### config.mk
export PLATFORM = sky130hd
export DESIGN_NAME = pb_repeat_debounce
export DESIGN_NICKNAME = d
export VERILOG_FILES = /design/src/rtl/pb_repeat_debounce.sv
export SDC_FILE = /design/constraint.sdc
export NUM_CORES = 1
export LEC_CHECK = 0
export ABC_AREA = 1
export BUFFER_PORTS_ARGS = -buffer_cell sky130_fd_sc_hd__buf_4
export CORE_UTILIZATION = 35
export DETAILED_ROUTE_END_ITERATION = 12
export PLACE_DENSITY = 0.46
export SYNTH_ARGS = -nofsm -noshare
export SYNTH_HDL_FRONTEND = slang
export SYNTH_SLANG_ARGS = --single-unit
### constraint.sdc
create_clock -name clk -period 2.4 [get_ports clk]
set_input_delay 0.24 -clock clk [delete_from_list [all_inputs] [get_ports clk]]
set_output_delay 0.24 -clock clk [all_outputs]
set_load 0.05 [all_outputs]
### src/rtl/pb_repeat_debounce.sv
// Push-button conditioner: sync + press/release debounce, one pulse per press plus auto-repeat.
// Latency: press pulse/level after DEBOUNCE_CYCLES+3 edges of stable input; release after the same.
// Backpressure: none; free-running, pulses are single-cycle strobes and cannot be stalled.
//
// Ports:
//   clk          system clock, all logic on rising edge
//   reset        asynchronous, active-high; clears all state
//   button_in    raw asynchronous bouncing button (1 = pressed)
//   button_level debounced button level
//   button_pulse one-cycle strobe per accepted press and per repeat
//   long_press   high while auto-repeat is active
module pb_repeat_debounce #(
   parameter int DEBOUNCE_CYCLES = 500000,
   parameter int REPEAT_DELAY    = 25000000,
   parameter int REPEAT_RATE     = 5000000,
   parameter int REPEAT_EN       = 1,
   parameter int CNT_W           = 26
) (
   input  logic clk,
   input  logic reset,
   input  logic button_in,
   output logic button_level,
   output logic button_pulse,
   output logic long_press
);

   typedef enum logic [2:0] {
      IDLE         = 3'd0,
      PRESS_WAIT   = 3'd1,
      HELD         = 3'd2,
      REPEAT       = 3'd3,
      RELEASE_WAIT = 3'd4
   } state_t;

   // Terminal counts; the counter runs 0..N-1 so each wait lasts exactly N edges.
   localparam logic [CNT_W-1:0] DB_LAST = CNT_W'(DEBOUNCE_CYCLES - 1);
   localparam logic [CNT_W-1:0] RD_LAST = CNT_W'(REPEAT_DELAY - 1);
   localparam logic [CNT_W-1:0] RR_LAST = CNT_W'(REPEAT_RATE - 1);
   localparam logic [CNT_W-1:0] CNT_ONE = CNT_W'(1);

   logic             sync_q1;
   logic             sync_q2;
   logic             s;
   state_t           state;
   logic [CNT_W-1:0] cnt;

   // Two-flop synchroniser; only the second stage feeds decisions.
   always_ff @(posedge clk or posedge reset) begin
      if (reset) begin
         sync_q1 <= 1'b0;
         sync_q2 <= 1'b0;
      end else begin
         sync_q1 <= button_in;
         sync_q2 <= sync_q1;
      end
   end

   assign s = sync_q2;

   always_ff @(posedge clk or posedge reset) begin
      if (reset) begin
         state        <= IDLE;
         cnt          <= '0;
         button_level <= 1'b0;
         button_pulse <= 1'b0;
         long_press   <= 1'b0;
      end else begin
         // Strobe is asserted only by the branches below, for a single cycle.
         button_pulse <= 1'b0;

         case (state)
            IDLE: begin
               if (s) begin
                  state <= PRESS_WAIT;
                  cnt   <= '0;
               end
            end

            PRESS_WAIT: begin
               if (!s) begin
                  // Bounce before the press was accepted: start over silently.
                  state <= IDLE;
               end else if (cnt == DB_LAST) begin
                  state        <= HELD;
                  cnt          <= '0;
                  button_level <= 1'b1;
                  button_pulse <= 1'b1;
               end else begin
                  cnt <= cnt + CNT_ONE;
               end
            end

            HELD: begin
               // A release seen on the terminal cycle wins; no repeat is issued.
               if (!s) begin
                  state <= RELEASE_WAIT;
                  cnt   <= '0;
               end else if ((REPEAT_EN != 0) && (cnt == RD_LAST)) begin
                  state        <= REPEAT;
                  cnt          <= '0;
                  button_pulse <= 1'b1;
                  long_press   <= 1'b1;
               end else if (cnt != RD_LAST) begin
                  // Without auto-repeat the counter parks at the terminal value.
                  cnt <= cnt + CNT_ONE;
               end
            end

            REPEAT: begin
               if (!s) begin
                  state      <= RELEASE_WAIT;
                  cnt        <= '0;
                  long_press <= 1'b0;
               end else if (cnt == RR_LAST) begin
                  cnt          <= '0;
                  button_pulse <= 1'b1;
               end else begin
                  cnt <= cnt + CNT_ONE;
               end
            end

            RELEASE_WAIT: begin
               if (s) begin
                  // Release bounce: still pressed, but the repeat delay restarts.
                  state <= HELD;
                  cnt   <= '0;
               end else if (cnt == DB_LAST) begin
                  state        <= IDLE;
                  cnt          <= '0;
                  button_level <= 1'b0;
               end else begin
                  cnt <= cnt + CNT_ONE;
               end
            end

            default: begin
               state        <= IDLE;
               cnt          <= '0;
               button_level <= 1'b0;
               long_press   <= 1'b0;
            end
         endcase
      end
   end

endmodule

==> impl_metrics.toml, run 1 <==
[pwr]
vdd_drop_max_uv = 314.5
p_leak_nw = 1.211
pwr_density_cell_nw_per_um2 = 720.5

[critical_path]
cp_max_fo = 21
critPathTopFamily = "simple AND/OR/NAND/NOR gates"
critPathMaxStageDelay_ns = 0.39
worst_ep_required_time_ns = 2.56
critPathLaunchType = "register"
critPathCaptureType = "register"
worst_path_max_delay_cell = "dfrtp_1"
cp_data_arrival_time_ns = 2.22
crit_chain = "ha_1, nand2_2, nor2_4, inv_2, nor2_2, nand3_2, nand2_1, nand2_1, nor2_2, nand2_2, clkinv_2, nor2_1"
critical_path_class = "register to register"
cp_num_buf_inv = 2

[clock_network]
ctsHoldBuffers = 0
post_cts_resize_count = 0
cts_buffers = 5
insertion_delay_ns = 0.29
cts.sinks = 34
clockRootBuffer = "clkbuf_8"
htree_levels = 2
cts_tree = "built"
cts_buffer_depth = 2
cts_setup_buffers = 0
cts.reportedPaths.clkPinSlew_ns = 0.07

[sta]
period_share_pct = 85.64
slew_viol_final = 0
hold_viol = 0
relSlewSlack_pct = 68.92
fmax_ghz = 0.4865
rsz0062_at_grt = "false"
holdWs_ns = 0.03991
setup_ws_ns = 0.3446
final.min_clock_period_ns = 2.055
skew_ns = 0.007425
setup_viol = 0
setup_tns_ns = 0
tightest_slew_ns = 0.4663

[logic_synthesis]
synthAdderAreaFrac_pct = 0.5230
synth-edff-count = 0
synthSimpleGateAreaFrac_pct = 42.52
ys_seq_area_share_pct = 35.56
synthArstFlopShare_pct = 100.0
synthXorXnorAreaFrac_pct = 5.126
synth_compound_gate_area_share_pct = 4.498
syn_inst = 347
synth_top_family_by_area = "simple AND/OR/NAND/NOR gates"
ys_types = 34
syn_avg_cell_area_um2 = 6.894
synth_area_um2 = 2392
synth.net_count = 351
yosys_warnings = 0
ys.flop_type = "dfrtp_1"
synth_seq_cells = 34
synthMuxAreaShare_pct = 0

[final_layout]
layout_commonest_cell = "nand2_1"
antenna_cells = 0
area_growth_pct = 8.002
nets = 360
layout_common_cells = "nand2_1, nor2_1, inv_1"
fillers = 709
final_cells = 434
drive_above_1_share_pct = 13.45

[route]
dr.pass1.iters = 4
vias = 2099
ant_nets = 0
avgViaCountPerCell = 4.836
drt_wl_total_um = 5961
wl_per_cell_um = 13.74
drt_iter0_markers = 105
route.detailed.drc = 0

[global_route]
grt_use_met2_pct = 28.53
antenna_found_initial = 0
grt.total_usage_pct = 18.63
grt_max_degree = 35
gr-usage-met1_pct = 26.82
grt.met3_usage_pct = 3.540
grt.overflow.total = 0
grt_pass1_vias = 2085
grt_pass1_wl_um = 10320
grt.busiest_layer = "met2"

[floorplan]
row_count = 29
die-area_um2 = 7170
initial_core_util_pct = 37.04
chipHeight_um = 84.68
io_pins = 6
die_w_um = 84.68
coreArea_um2 = 6459

[place]
dp_slack_ns = 0.3487
portBuffers = 5
dp.cells = 426
routabilityCongestion = 0.8966
dp_hpwl_um = 4553

[run_status]
status = "completed"

[min_path]
hp-class = "input port to async pin"

[run]
drv_cap = 0
## logic make-up after synthesis
group / Yosys count
AND/OR/NAND/NOR: 219
buffers and inverters: 59
XOR/XNOR: 14
flip-flops: 34
AO/OA/AOI/OAI: 20
adder cells (fa/ha/maj): 1
## layout make-up
class                   count  area (um2)  area share (%)
repair buffers             10       75.07           2.906
flip-flops and latches     34       850.8           32.93
clock inverters             3       40.04           1.550
inverters                  51       192.7           7.458
clock buffers               5       68.82           2.663
well taps                  77       96.34           3.729
multi-input cells         254        1260           48.77
## registers in the layout, indices dropped and copies added, names as in the netlist
name,flops
button_level,1
state,3
button_pulse,1
sync_q1,1
cnt,26
long_press,1
s,1
## power by group
group	internal [mW]	switching (mW)
Combinational	0.182	0.481
Clock	0.306	0.221
Sequential	0.621	0.0503
## metal layers
metal / part of all wire [%] / vias to the layer above / wire length, um
li1: - / 1101 / -
met1: 52 / 948 / 3076
met2: 43 / 43 / 2562
met3: 4.0 / 7 / 237
met4: 1.4 / 0 / 85
met5: 0 / - / 0
## Yosys cell counts, drive strengths merged, types with 2 or more instances
cell type,count,area [um2]
buf,7,75.07
nor3,16,96.35
nand3,24,125.1
xor2,13,113.9
nand3b,2,15.01
nor2,73,325.3
dfrtp,34,850.8
inv,50,187.7
a21oi,3,15.01
nand4,11,83.83
nand2,91,359.1
o21ai,13,65.06
## through the flow
| stage | instance area (um2) | utilization, % | power [mW] |
|---|---|---|---|
| after floorplan | 2392 | - | 1.250 |
| after global placement | 2475 | 38.32 | 1.359 |
| after detailed placement | 2475 | 38.32 | 1.348 |
| after CTS | 2584 | 40.00 | 1.883 |
| after global routing | 2584 | 40.00 | 1.998 |
| final | 2584 | 40.00 | 1.862 |
## tightest hold or removal path, stage by stage
cell and delay (ns):
buf_4 0.10, inv_1 0.04, buf_4 0.38
## path summary, 6_finish.rpt
kind | to | cells after the start | startpoint | slack [ns]
worst max-delay path | cnt[9] | 12 | cnt[0] | 0.34
worst min-delay path | cnt[1] | 3 | reset | 0.04
worst max register to register | cnt[9] | 12 | cnt[0] | 0.34
worst min register to register | s | 0 | sync_q1 | 0.35
max in group asynchronous | state[2] | 3 | reset | 2.01
min in group clk | sync_q1 | 1 | button_in | 0.06
Note: power is estimated with default switching activity, not from simulation.
==> inputs of run 2 (changes only) <==
--- a/config.mk
+++ b/config.mk
@@ -9,7 +9,7 @@
 export BUFFER_PORTS_ARGS = -buffer_cell sky130_fd_sc_hd__buf_4
 export CORE_UTILIZATION = 35
 export DETAILED_ROUTE_END_ITERATION = 12
-export PLACE_DENSITY = 0.46
+export PLACE_DENSITY_LB_ADDON = 0.25
 export SYNTH_ARGS = -nofsm -noshare
 export SYNTH_HDL_FRONTEND = slang
 export SYNTH_SLANG_ARGS = --single-unit
==> run 2 against run 1 <==
Compared with the run above:
- register-to-register slack improved by 0.02 ns
- highest routed layer unchanged
- first-iteration DRC count increased by 50%
- critical path depth unchanged
- clock skew decreased by 0.0016 ns
- count of clock-buffer cells in the layout increased by 3
- critical endpoint unchanged
- non-clock buffer count decreased by 3
==> impl_metrics.toml, run 2 (synthesis gave the netlist of run 1 again) <==
[run_status]
status = "completed"

[critical_path]
cp_data_arrival_time_ns = 2.20
critPathLaunch = "cnt[0]"
critPathMaxStageDelay_ns = 0.39
reg2reg_slack_ns = 0.36
critPathLaunchType = "register"
crit_chain = "ha_1, nand2_2, nor2_4, inv_2, nor2_2, nand3_2, nand3_1, nand2_1, nor2_2, nand2_2, clkinv_2, nor2_1"
cp_max_fo = 21
r2r_start = "cnt[0]"
worst_path_max_delay_cell = "dfrtp_1"
r2r-end = "cnt[9]"
endpoint = "cnt[9]"
critical_path_class = "register to register"
r2r.worst_path.cells = 12
cp_num_buf_inv = 2
critPathCaptureType = "register"
path_depth = 12
critPathTopFamily = "simple AND/OR/NAND/NOR gates"
worst_ep_required_time_ns = 2.56

[sta]
holdWs_ns = 0.04531
setup_tns_ns = 0
skew_ns = 0.005780
final.min_clock_period_ns = 2.036
slew_viol_final = 0
hold_viol = 0
tightest_slew_ns = 0.4290
fmax_ghz = 0.4911
rsz0062_at_grt = "false"
period_share_pct = 84.84
setup_viol = 0
relSlewSlack_pct = 71.40

[clock_network]
cts_buffer_depth = 2
cts_buffers = 5
post_cts_resize_count = 0
cts_setup_buffers = 0
insertion_delay_ns = 0.29
cts_tree = "built"
cts.sinks = 34
clockRootBuffer = "clkbuf_8"
ctsHoldBuffers = 0
cts.reportedPaths.clkPinSlew_ns = 0.07
htree_levels = 2

[final_layout]
top_regs = "cnt x26, state x3"
fin_area_um2 = 2562
largest-register = "cnt"
multi_input_area_um2 = 1260
register_area_um2 = 850.8
fillers = 717
antenna_cells = 0
layout_common_cells = "nand2_1, nor2_1, inv_1"
nets = 357
final_cells = 431
fin_util_pct = 39.67
largest_reg_flops = 26
layout_commonest_cell = "nand2_1"
drive_above_1_share_pct = 12.71
area_growth_pct = 7.113

[global_route]
antenna_found_initial = 0
grt_pass1_wl_um = 9880
grt_pass1_vias = 2026
grt.total_usage_pct = 17.61
grt_max_degree = 35
grt.overflow.total = 0

[place]
placed_cell_area_um2 = 2452
dp_hpwl_um = 4378
dp.cells = 423
routabilityCongestion = 0.9141
portBuffers = 5

[pwr]
p_leak_nw = 1.196
pwr_density_cell_nw_per_um2 = 701.3
vdd_drop_max_uv = 425.1

[route]
route.detailed.drc = 0
avgViaCountPerCell = 4.916
dr.pass1.iters = 4
wl_per_cell_um = 13.09
drt_wl_total_um = 5641
vias = 2119
ant_nets = 0
drt_iter0_markers = 158

[floorplan]
chipHeight_um = 84.68
row_count = 29
io_pins = 6
die_w_um = 84.68
initial_core_util_pct = 37.04
coreArea_um2 = 6459
die-area_um2 = 7170

[min_path]
hp-class = "input port to async pin"

[run]
drv_cap = 0
-- run 2: changes by cell type in the layout (fill, tap and decap cells not counted), sizes merged --
cell	previous run	this run
buf	10	7
clkinv	3	1
bufinv	1	0
clkbuf	5	8
-- run 2: area by class of cell --
type                       count  share of cell area, %
tap                           77                  3.760
timing repair buffer           7                  2.051
multi-input combinational    254                  49.17
sequential                    34                  33.20
inverter                      51                  7.520
clock buffer                   8                  4.297
-- run 2: worst min-delay path by stage --
stage / startpoint / end / slack [ns] / cells past startpoint
2_1_floorplan: button_in / sync_q1 / 0.27 / 0
4_1_cts: button_in / sync_q1 / 0.05 / 1
3_3_place_gp: sync_q1 / s / 0.34 / 0
5_1_grt: button_in / sync_q1 / 0.05 / 1
6_report: reset / sync_q1 / 0.05 / 3
3_5_place_dp: sync_q1 / s / 0.34 / 0
-- run 2: power by group --
group	total, mW	internal (mW)	switching (mW)	leakage, nW
registers	0.671	0.622	0.0493	0.465
logic	0.623	0.161	0.463	0.674
clock network	0.503	0.290	0.213	0.0575
total	1.80	1.07	0.725	1.20
-- run 2: stage by stage --
step / total power [mW] / setup slack (ns)
after floorplan: 1.250 / 0.7022
after global placement: 1.311 / 0.4651
after detailed placement: 1.315 / 0.3666
after CTS: 1.824 / 0.3476
after global routing: 1.940 / 0.1767
final: 1.797 / 0.3637
-- run 2: per-layer routing --
layer  GRT usage, %  wire length (um)
met1          25.09              2821
met2          26.98              2488
met3          2.753               229
met4          6.471               102
met5              0                 0
-- run 2: tightest hold or removal path: cells and delay by family --
| kind | cells | cell delay [ns] |
|---|---|---|
| buffers and inverters | 3 | 0.51 |
